**src/rtl/spi_packet_scheduler.sv**
```systemverilog
// rtl/spi_packet_scheduler.sv - stages IMU updates, publishes a frozen 16-byte SPI packet while CS is idle
// Define SPI_TEST_PATTERN_EN to replace the packet image with a constant AA,11..FF test pattern.
module spi_packet_scheduler #(
  parameter logic [7:0]  HEADER_BYTE      = 8'hAA,
  parameter logic [23:0] HEARTBEAT_CYCLES = 24'd1000000
) (
  input  logic         clk,
  input  logic         rst_n,
  input  logic         cs_n,
  input  logic         quat_valid,
  input  logic [15:0]  quat_w,
  input  logic [15:0]  quat_x,
  input  logic [15:0]  quat_y,
  input  logic [15:0]  quat_z,
  input  logic         gyro_valid,
  input  logic [15:0]  gyro_x,
  input  logic [15:0]  gyro_y,
  input  logic [15:0]  gyro_z,
  output logic [127:0] tx_packet,
  output logic         drdy,
  output logic         overrun,
  output logic [7:0]   seq
);

  typedef enum logic {IDLE, LOCKED} state_t;

  state_t      state, state_next;
  logic        cs_meta, cs_s, cs_s_d;
  logic        cs_fall, cs_rise;
  logic        quat_fresh, gyro_fresh;
  logic [15:0] stage_qw, stage_qx, stage_qy, stage_qz;
  logic [15:0] stage_gx, stage_gy, stage_gz;
  logic [23:0] hb_count;
  logic        hb_expire;
  logic        publish;
  logic [7:0]  seq_new;
  logic        overrun_new;
  logic        hb_flag;
  logic [7:0]  status_byte;

  assign cs_fall = cs_s_d & ~cs_s;
  assign cs_rise = ~cs_s_d & cs_s;

  assign hb_expire   = (HEARTBEAT_CYCLES != 24'd0) && (hb_count == HEARTBEAT_CYCLES - 24'd1);
  assign seq_new     = seq + 8'd1;
  assign overrun_new = overrun | drdy;
  assign hb_flag     = hb_expire & ~(quat_fresh | gyro_fresh);
  assign status_byte = {seq_new[3:0], hb_flag, overrun_new, gyro_fresh, quat_fresh};

  always_ff @(posedge clk) begin
    if (!rst_n) begin
      state <= IDLE;
    end else begin
      state <= state_next;
    end
  end

  // Raw cs_n is also required high so a select that is still in the synchronizer blocks a publish.
  always_comb begin
    state_next = state;
    publish    = 1'b0;
    case (state)
      IDLE: begin
        if (cs_fall) begin
          state_next = LOCKED;
        end else if (cs_s && cs_n && (quat_fresh || gyro_fresh || hb_expire)) begin
          publish = 1'b1;
        end
      end
      LOCKED: begin
        if (cs_rise) begin
          state_next = IDLE;
        end
      end
      default: state_next = IDLE;
    endcase
  end

  always_ff @(posedge clk) begin
    if (!rst_n) begin
      cs_meta <= 1'b1;
      cs_s    <= 1'b1;
      cs_s_d  <= 1'b1;
    end else begin
      cs_meta <= cs_n;
      cs_s    <= cs_meta;
      cs_s_d  <= cs_s;
    end
  end

  // A valid in the publish cycle wins over the clear, so its data is carried to the next packet.
  always_ff @(posedge clk) begin
    if (!rst_n) begin
      quat_fresh <= 1'b0;
      gyro_fresh <= 1'b0;
      stage_qw   <= 16'h0;
      stage_qx   <= 16'h0;
      stage_qy   <= 16'h0;
      stage_qz   <= 16'h0;
      stage_gx   <= 16'h0;
      stage_gy   <= 16'h0;
      stage_gz   <= 16'h0;
    end else begin
      if (quat_valid) begin
        stage_qw   <= quat_w;
        stage_qx   <= quat_x;
        stage_qy   <= quat_y;
        stage_qz   <= quat_z;
        quat_fresh <= 1'b1;
      end else if (publish) begin
        quat_fresh <= 1'b0;
      end
      if (gyro_valid) begin
        stage_gx   <= gyro_x;
        stage_gy   <= gyro_y;
        stage_gz   <= gyro_z;
        gyro_fresh <= 1'b1;
      end else if (publish) begin
        gyro_fresh <= 1'b0;
      end
    end
  end

  // Overrun only changes on a publish, so on CS release it always equals the bit the MCU just read.
  always_ff @(posedge clk) begin
    if (!rst_n) begin
      seq     <= 8'd0;
      drdy    <= 1'b0;
      overrun <= 1'b0;
    end else begin
      if (publish) begin
        seq     <= seq_new;
        drdy    <= 1'b1;
        overrun <= overrun_new;
      end else if (state == IDLE && cs_fall) begin
        drdy <= 1'b0;
      end
      if (state == LOCKED && cs_rise) begin
        overrun <= 1'b0;
      end
    end
  end

  // The counter parks at expiry so a heartbeat blocked by CS still fires on the next idle cycle.
  always_ff @(posedge clk) begin
    if (!rst_n) begin
      hb_count <= 24'd0;
    end else if (publish) begin
      hb_count <= 24'd0;
    end else if (state == IDLE && !hb_expire) begin
      hb_count <= hb_count + 24'd1;
    end
  end

`ifdef SPI_TEST_PATTERN_EN
  assign tx_packet = 128'hAA11_2233_4455_6677_8899_AABB_CCDD_EEFF;
`else
  logic [127:0] tx_image;

  always_ff @(posedge clk) begin
    if (!rst_n) begin
      tx_image <= {HEADER_BYTE, 120'h0};
    end else if (publish) begin
      tx_image <= {HEADER_BYTE, stage_qw, stage_qx, stage_qy, stage_qz,
                   stage_gx, stage_gy, stage_gz, status_byte};
    end
  end

  assign tx_packet = tx_image;
`endif

endmodule

```
**config.mk**
```make
export PLATFORM = sky130hd
export DESIGN_NAME = spi_packet_scheduler
export DESIGN_NICKNAME = d
export VERILOG_FILES = /design/src/rtl/spi_packet_scheduler.sv
export SDC_FILE = /design/constraint.sdc
export NUM_CORES = 1
export LEC_CHECK = 0
export BUFFER_PORTS_ARGS = -buffer_cell sky130_fd_sc_hd__clkbuf_2
export CORE_ASPECT_RATIO = 0.9
export CORE_MARGIN = 10
export CORE_UTILIZATION = 49
export CTS_BUF_LIST = sky130_fd_sc_hd__clkbuf_2 sky130_fd_sc_hd__clkbuf_4 sky130_fd_sc_hd__clkbuf_8
export DETAILED_ROUTE_END_ITERATION = 8
export MAX_ROUTING_LAYER = met4
export PLACE_DENSITY = 0.76
export SYNTH_ARGS = -nofsm -noshare
export SYNTH_HDL_FRONTEND = slang
export SYNTH_SLANG_ARGS = --single-unit
```
**constraint.sdc**
```tcl
create_clock -name clk -period 2.25 [get_ports clk]
set_input_delay 0.1125 -clock clk [delete_from_list [all_inputs] [get_ports clk]]
set_output_delay 0.1125 -clock clk [all_outputs]
set_load 0.05 [all_outputs]
```
==> metrics.txt, run 1 <==
TritonCTS buffer count 42; Final Hold Vio Count 0; Syn. warnings 0; fmax 0.454 GHz; min Tclk post-route 2.20 ns; number of global-route vias before repair 9152; total power draw 10.9 mW; Tightest Pin Transition 0.590 ns; Final Setup Violations 0; num ports 255; final std cells w/o fill 1751; Post-Syn Area per Cell 8.98 um2; startpoint types flop; Final period util 97.8%; largest net degree at the start of global routing 67; CP Capture Type flop; Leakage 6.03 nW; final worst slack 0.0491 ns; vias per inst 5.18; ratio of cells with drive above 1 in the final layout 28.0%; Slew HR 60.4%; iteration count of the initial detailed-routing pass 5; gr usage total 22.0%; Post-synth EDFFs 0; post-route ant nets 0; Max-Cap Viols 0; CTS tree done; Synth top area share 54.8%; die width 169 um; status finished, final reports clean; dpl cells 1545; register area 0.00537 mm2; Max Transition Viols Final 0; gr ovfl total 0; Starting Density 50.4%; global-route wire length before repair 46800 um; simple-gate share of the synthesized area 18.9%; Initial DRC Count 665; port buffer count 246; H-tree lvl count 2; FP Rows 48; die area 0.0260 mm2; post-synthesis mux area share 11.6%; Detailed Place HPWL 17800 um; RSZ-0062 raised after global routing yes; post-synthesis cell type count 37; root buffer cell clkbuf_8; Post-Synth XOR/XNOR Area 1.52%; synthesized cell area 0.00978 mm2; Clock Pin Slew Worst Setup and Hold Paths 0.06 ns; DRC 0; GPL Wtd Cong 0.790; register bit total from synthesis 268; Crit Path Max Fanout 11; CTS Sinks 268; CP Class reg2reg; initial antenna violation count 2; CP arrival 2.66 ns; WP data required 2.71 ns; # fillers 1402; Fin Hold WS 0.139 ns; Yosys top cell by area dfxtp_1; Post-Synth Adder-Cell Area 0.256%; top post-synthesis cells by area dfxtp_1 (55%), mux2i_1 (12%), nand2_1 (9.3%); Post-Synthesis Cells 1090; worst reg2reg setup slack 0.05 ns; drt total wl 30600 um; Core Region 0.0194 mm2; Async S/R FF share, synth 0%; Setup Skew 0.0235 ns; power per cell area 787 mW/mm2; Routed WL per cell 17.5 um; post-synthesis compound-gate area fraction 8.15%; clock latency on the worst-skew pair 0.54 ns; Vias 9076; area delta synth->final 41.4%; nets 1586; Chip Height 154 um; largest family of logic cells by synthesized area simple AND/OR/NAND/NOR gates; register area share after synthesis 54.8%; multi-input logic area 0.00414 mm2; Bufs on Longest Clock Path 3; maximum VDD drop 0.598 mV; ys flop type dfxtp_1; Placement Setup Slack 0.0281 ns; HP Class in2reg
## synthesized netlist by cell type, types with 5 or more instances
library cell    n
o21ai_0        14
nand3_1        13
buf_1           7
or3_1           9
nor3_1          7
nand4_1         9
mux2i_1       113
xnor2_1         6
nand2_1       243
buf_6           8
dfxtp_1       268
inv_1           7
buf_2          11
nor2_1        137
buf_4          12
or4_1           5
a21oi_1       130
clkbuf_1       46
xor2_1         11
## cells in the final DEF, fill, tap and decap left out, drive strengths merged
| cell | instances |
|---|---|
| nor2 | 137 |
| bufinv | 1 |
| nand2 | 243 |
| o21a | 2 |
| a21o | 2 |
| and3 | 3 |
| clkinvlp | 1 |
| nor4 | 6 |
| nand3b | 2 |
| or2 | 2 |
| buf | 45 |
| a21oi | 131 |
| mux2i | 113 |
| or4bb | 1 |
| o31ai | 4 |
| nand3 | 13 |
| inv | 7 |
| dlygate4sd3 | 115 |
| nand4 | 9 |
| nor3b | 1 |
| or4 | 6 |
| clkbuf | 320 |
| nand2b | 2 |
| and2 | 1 |
| and4 | 1 |
| ha | 2 |
| diode | 3 |
| xor2 | 11 |
| conb | 8 |
| or3 | 9 |
| clkinv | 4 |
| xnor2 | 6 |
| o21ai | 14 |
| a211oi | 1 |
| nor3 | 7 |
| dfxtp | 268 |
## sequential cells by signal, indices dropped and copies added (netlist names), 8 cells and up
signal and cells:
stage_gz 16, hb_count 24, seq 8, stage_qz 16
stage_qy 16, stage_gx 16, stage_qx 16, stage_gy 16
tx_packet 116, stage_qw 16
## metrics by stage
step | util, % | TNS (ns) | instance area, um2
after floorplan | - | 0 | 9810
after detailed placement | 58.5 | 0 | 11300
after global placement | 58.5 | 0 | 11300
final | 71.3 | 0 | 13800
after CTS | 69.2 | 0 | 13400
after global routing | 71.3 | -0.328 | 13800
## final timing paths
kind | endpoint | startpoint | cells after the start
setup / recovery | tx_packet[51]$_SDFFE_PN0P_ | hb_count[6]$_SDFFE_PP0P_ | 8
hold / removal | stage_qy[12]$_SDFFE_PN0P_ | quat_valid | 3
setup reg to reg | tx_packet[51]$_SDFFE_PN0P_ | hb_count[6]$_SDFFE_PP0P_ | 8
hold reg to reg | cs_s$_SDFF_PN1_ | cs_meta$_SDFF_PN1_ | 1
## repair_timing
item                                    4_1_cts  5_1_grt
hold endpoints to repair                    115        0
endpoints found under the setup margin        0       75
gates resized for setup                       0       44
hold buffers                                115        0
buffers inserted                              0        5
## layout make-up
class                           count  area share (%)
Multi-Input combinational cell    737            29.9
Sequential cell                   268            38.8
Clock buffer                       69            6.37
Timing Repair Buffer              411            22.0
Clock inverter                      6           0.416
Antenna cell                        3          0.0543
Tap cell                          250            2.26
Inverter                            7           0.226
## power by group
group / total (mW) / switching (mW) / internal (mW)
logic: 1.34 / 0.797 / 0.540
registers: 5.06 / 0.118 / 4.94
clock network: 4.49 / 1.90 / 2.59
## metal layers
| metal | part of all wire [%] | wire [um] | vias up | GRT usage (%) |
|---|---|---|---|---|
| li1 | - | - | 4344 | - |
| met1 | 40 | 12100 | 4300 | 24.2 |
| met2 | 50 | 15200 | 341 | 36.3 |
| met3 | 7.2 | 2210 | 91 | 6.50 |
| met4 | 3.4 | 1030 | 0 | 9.28 |
| met5 | 0 | 0 | - | - |
## worst max-delay path, cell delays in order (launching register included)
cell	delay, ns
dfxtp_1	0.31
or4_4	0.54
nor4_4	0.42
buf_4	0.19
a21o_4	0.15
buf_12	0.13
buf_16	0.14
nand2_1	0.09
a21oi_2	0.15
## cells by family (layout without fill, tap and decap cells)
| family | count (synthesis) | count (layout) |
|---|---|---|
| AO/OA/AOI/OAI | 154 | 154 |
| AND/OR/NAND/NOR | 443 | 443 |
| XOR/XNOR | 17 | 17 |
| adder cells (fa/ha/maj) | 2 | 2 |
| other | 2 | 11 |
| multiplexers | 113 | 113 |
| flip-flops | 268 | 268 |
| buffers and inverters | 91 | 493 |
Note: power is estimated with default switching activity, not from simulation.
==> run 2, diff against run 1 <==
--- a/config.mk
+++ b/config.mk
@@ -15,2 +15,3 @@
 export PLACE_DENSITY = 0.76
+export REMOVE_ABC_BUFFERS = 1
 export SYNTH_ARGS = -nofsm -noshare
==> constraint.sdc (replaced) <==
create_clock -name clk -period 2.25 [get_ports clk]
set_input_delay 0.225 -clock clk [delete_from_list [all_inputs] [get_ports clk]]
set_output_delay 0.225 -clock clk [all_outputs]
set_load 0.05 [all_outputs]
==> run 2 against run 1 <==
Against the previous run:
- wire length up 4.0%
- critical endpoint is now tx_packet[71]$_SDFFE_PN0P_
- critical path type unchanged
- the flow now finishes with violations (setup timing)
- worst hold slack lost 0.094 ns
- largest cell class unchanged
- core utilization fell by 0.66 points
- sequential share of layout area rose by 0.36 points
- die area unchanged
==> metrics.txt, run 2 (synthesis results as in run 1) <==
Final Hold Vio Count 0; Chip Height 154 um; Starting Density 50.4%; gr usage total 22.6%; Routed WL per cell 18.2 um; Crit path buffers/inverters 3; clock latency on the worst-skew pair 0.54 ns; nets 1589; Crit path largest cell delay 0.54 ns; Final period util 101%; drt total wl 31800 um; die width 169 um; # fillers 1341; slowest CP cell or4_4; CTS Sinks 268; critical-path cell list or4_4, nor4_4, buf_4, a21o_4, buf_12, clkbuf_16, nand2_1, a21oi_1; post-route ant nets 0; Placement Setup Slack -0.0318 ns; WP data required 2.70 ns; CP Capture Type flop; iteration count of the initial detailed-routing pass 5; dpl cells 1547; Core Region 0.0194 mm2; HP Class in2reg; RSZ-0062 raised after global routing yes; die area 0.0260 mm2; vias per inst 5.24; Tightest Pin Transition 0.526 ns; root buffer cell clkbuf_8; Crit Path Max Fanout 9; TritonCTS buffer count 42; initial antenna violation count 4; Setup Skew 0.0196 ns; most frequent cells in the layout dfxtp_1 (266), clkbuf_2 (244), nand2_1 (240), nor2_1 (137); DRC 0; CP Class reg2reg; Top delay family on crit path simple AND/OR/NAND/NOR gates; Leakage 5.99 nW; flip-flop count of the largest register after layout 116; CP arrival 2.72 ns; Max-Cap Viols 0; commonest non-fill, non-tap cell in the layout dfxtp_1; number of global-route vias before repair 9211; Initial DRC Count 696; startpoint types flop; maximum VDD drop 0.670 mV; Slew HR 64.7%; ratio of cells with drive above 1 in the final layout 27.9%; GPL Wtd Cong 0.808; Bufs on Longest Clock Path 3; Clock Pin Slew Worst Setup and Hold Paths 0.06 ns; final instance area 0.0137 mm2; final worst slack -0.0177 ns; port buffer count 246; num ports 255; final std cells w/o fill 1751; Max Transition Viols Final 0; fmax 0.441 GHz; Detailed Place HPWL 17900 um; fin util 70.6%; CTS tree done; largest net degree at the start of global routing 66; Final Setup Violations 4; power per cell area 781 mW/mm2; min Tclk post-route 2.27 ns; Vias 9181; area delta synth->final 40.1%; status finished with violations; gr ovfl total 0; FP Rows 48; Area after DPL 0.0113 mm2; H-tree lvl count 2; failing checks setup timing; global-route wire length before repair 47600 um
-- run 2: routing by layer --
metal	GRT usage [%]	up-vias	part of all wire [%]
li1	-	4355	-
met1	26.0	4280	39
met2	36.3	439	49
met3	6.37	107	8.5
met4	9.78	0	3.9
met5	-	-	0
-- run 2: path summary, 6_finish.rpt --
check | start | end | slack [ns] | depth (start not counted)
worst max register to register | hb_count[6]$_SDFFE_PP0P_ | tx_packet[71]$_SDFFE_PN0P_ | -0.02 | 8
worst max-delay path | hb_count[6]$_SDFFE_PP0P_ | tx_packet[71]$_SDFFE_PN0P_ | -0.02 | 8
worst min register to register | cs_meta$_SDFF_PN1_ | cs_s$_SDFF_PN1_ | 0.44 | 1
worst min-delay path | rst_n | cs_s_d$_SDFF_PN1_ | 0.04 | 2
-- run 2: area by class of cell --
cell class	instances	area, um2	area share (%)
clock buffers	68	836	6.10
diodes	4	10.0	0.0730
well taps	250	313	2.28
inverters	7	31.3	0.228
repair buffers	413	2960	21.6
clock inverters	3	47.5	0.347
flip-flops and latches	268	5370	39.2
multi-input cells	738	4140	30.2
-- run 2: power breakdown --
| group | switching [mW] | internal (mW) | leakage (nW) |
|---|---|---|---|
| logic | 0.802 | 0.518 | 3.33 |
| clock network | 1.86 | 2.46 | 0.471 |
| registers | 0.123 | 4.94 | 2.19 |
| total | 2.79 | 7.91 | 5.99 |
-- run 2: worst reg2reg max path: stages, from the launching register on --
cell and delay [ns]:
dfxtp_2 0.32, or4_4 0.54, nor4_4 0.40, buf_4 0.19
a21o_4 0.18, buf_12 0.15, clkbuf_16 0.17, nand2_1 0.06
a21oi_1 0.17
-- run 2: metrics by stage --
step           setup TNS, ns  power (mW)  hold slack [ns]
2_1_floorplan        -458.17        5.77            0.294
3_3_place_gp               0        6.18            0.398
3_5_place_dp         -0.0663        6.20            0.442
4_1_cts             -0.00715        10.6           0.0183
5_1_grt                -5.20        11.1           0.0472
6_report             -0.0473        10.7           0.0443
-- run 2: what timing repair did --
item	CTS	global route
buffers inserted	1	11
setup endpoints to repair	19	104
gates cloned	0	4
endpoints found under the hold margin	113	0
hold buffers	113	0
pin swaps	2	21
resized for setup	2	43
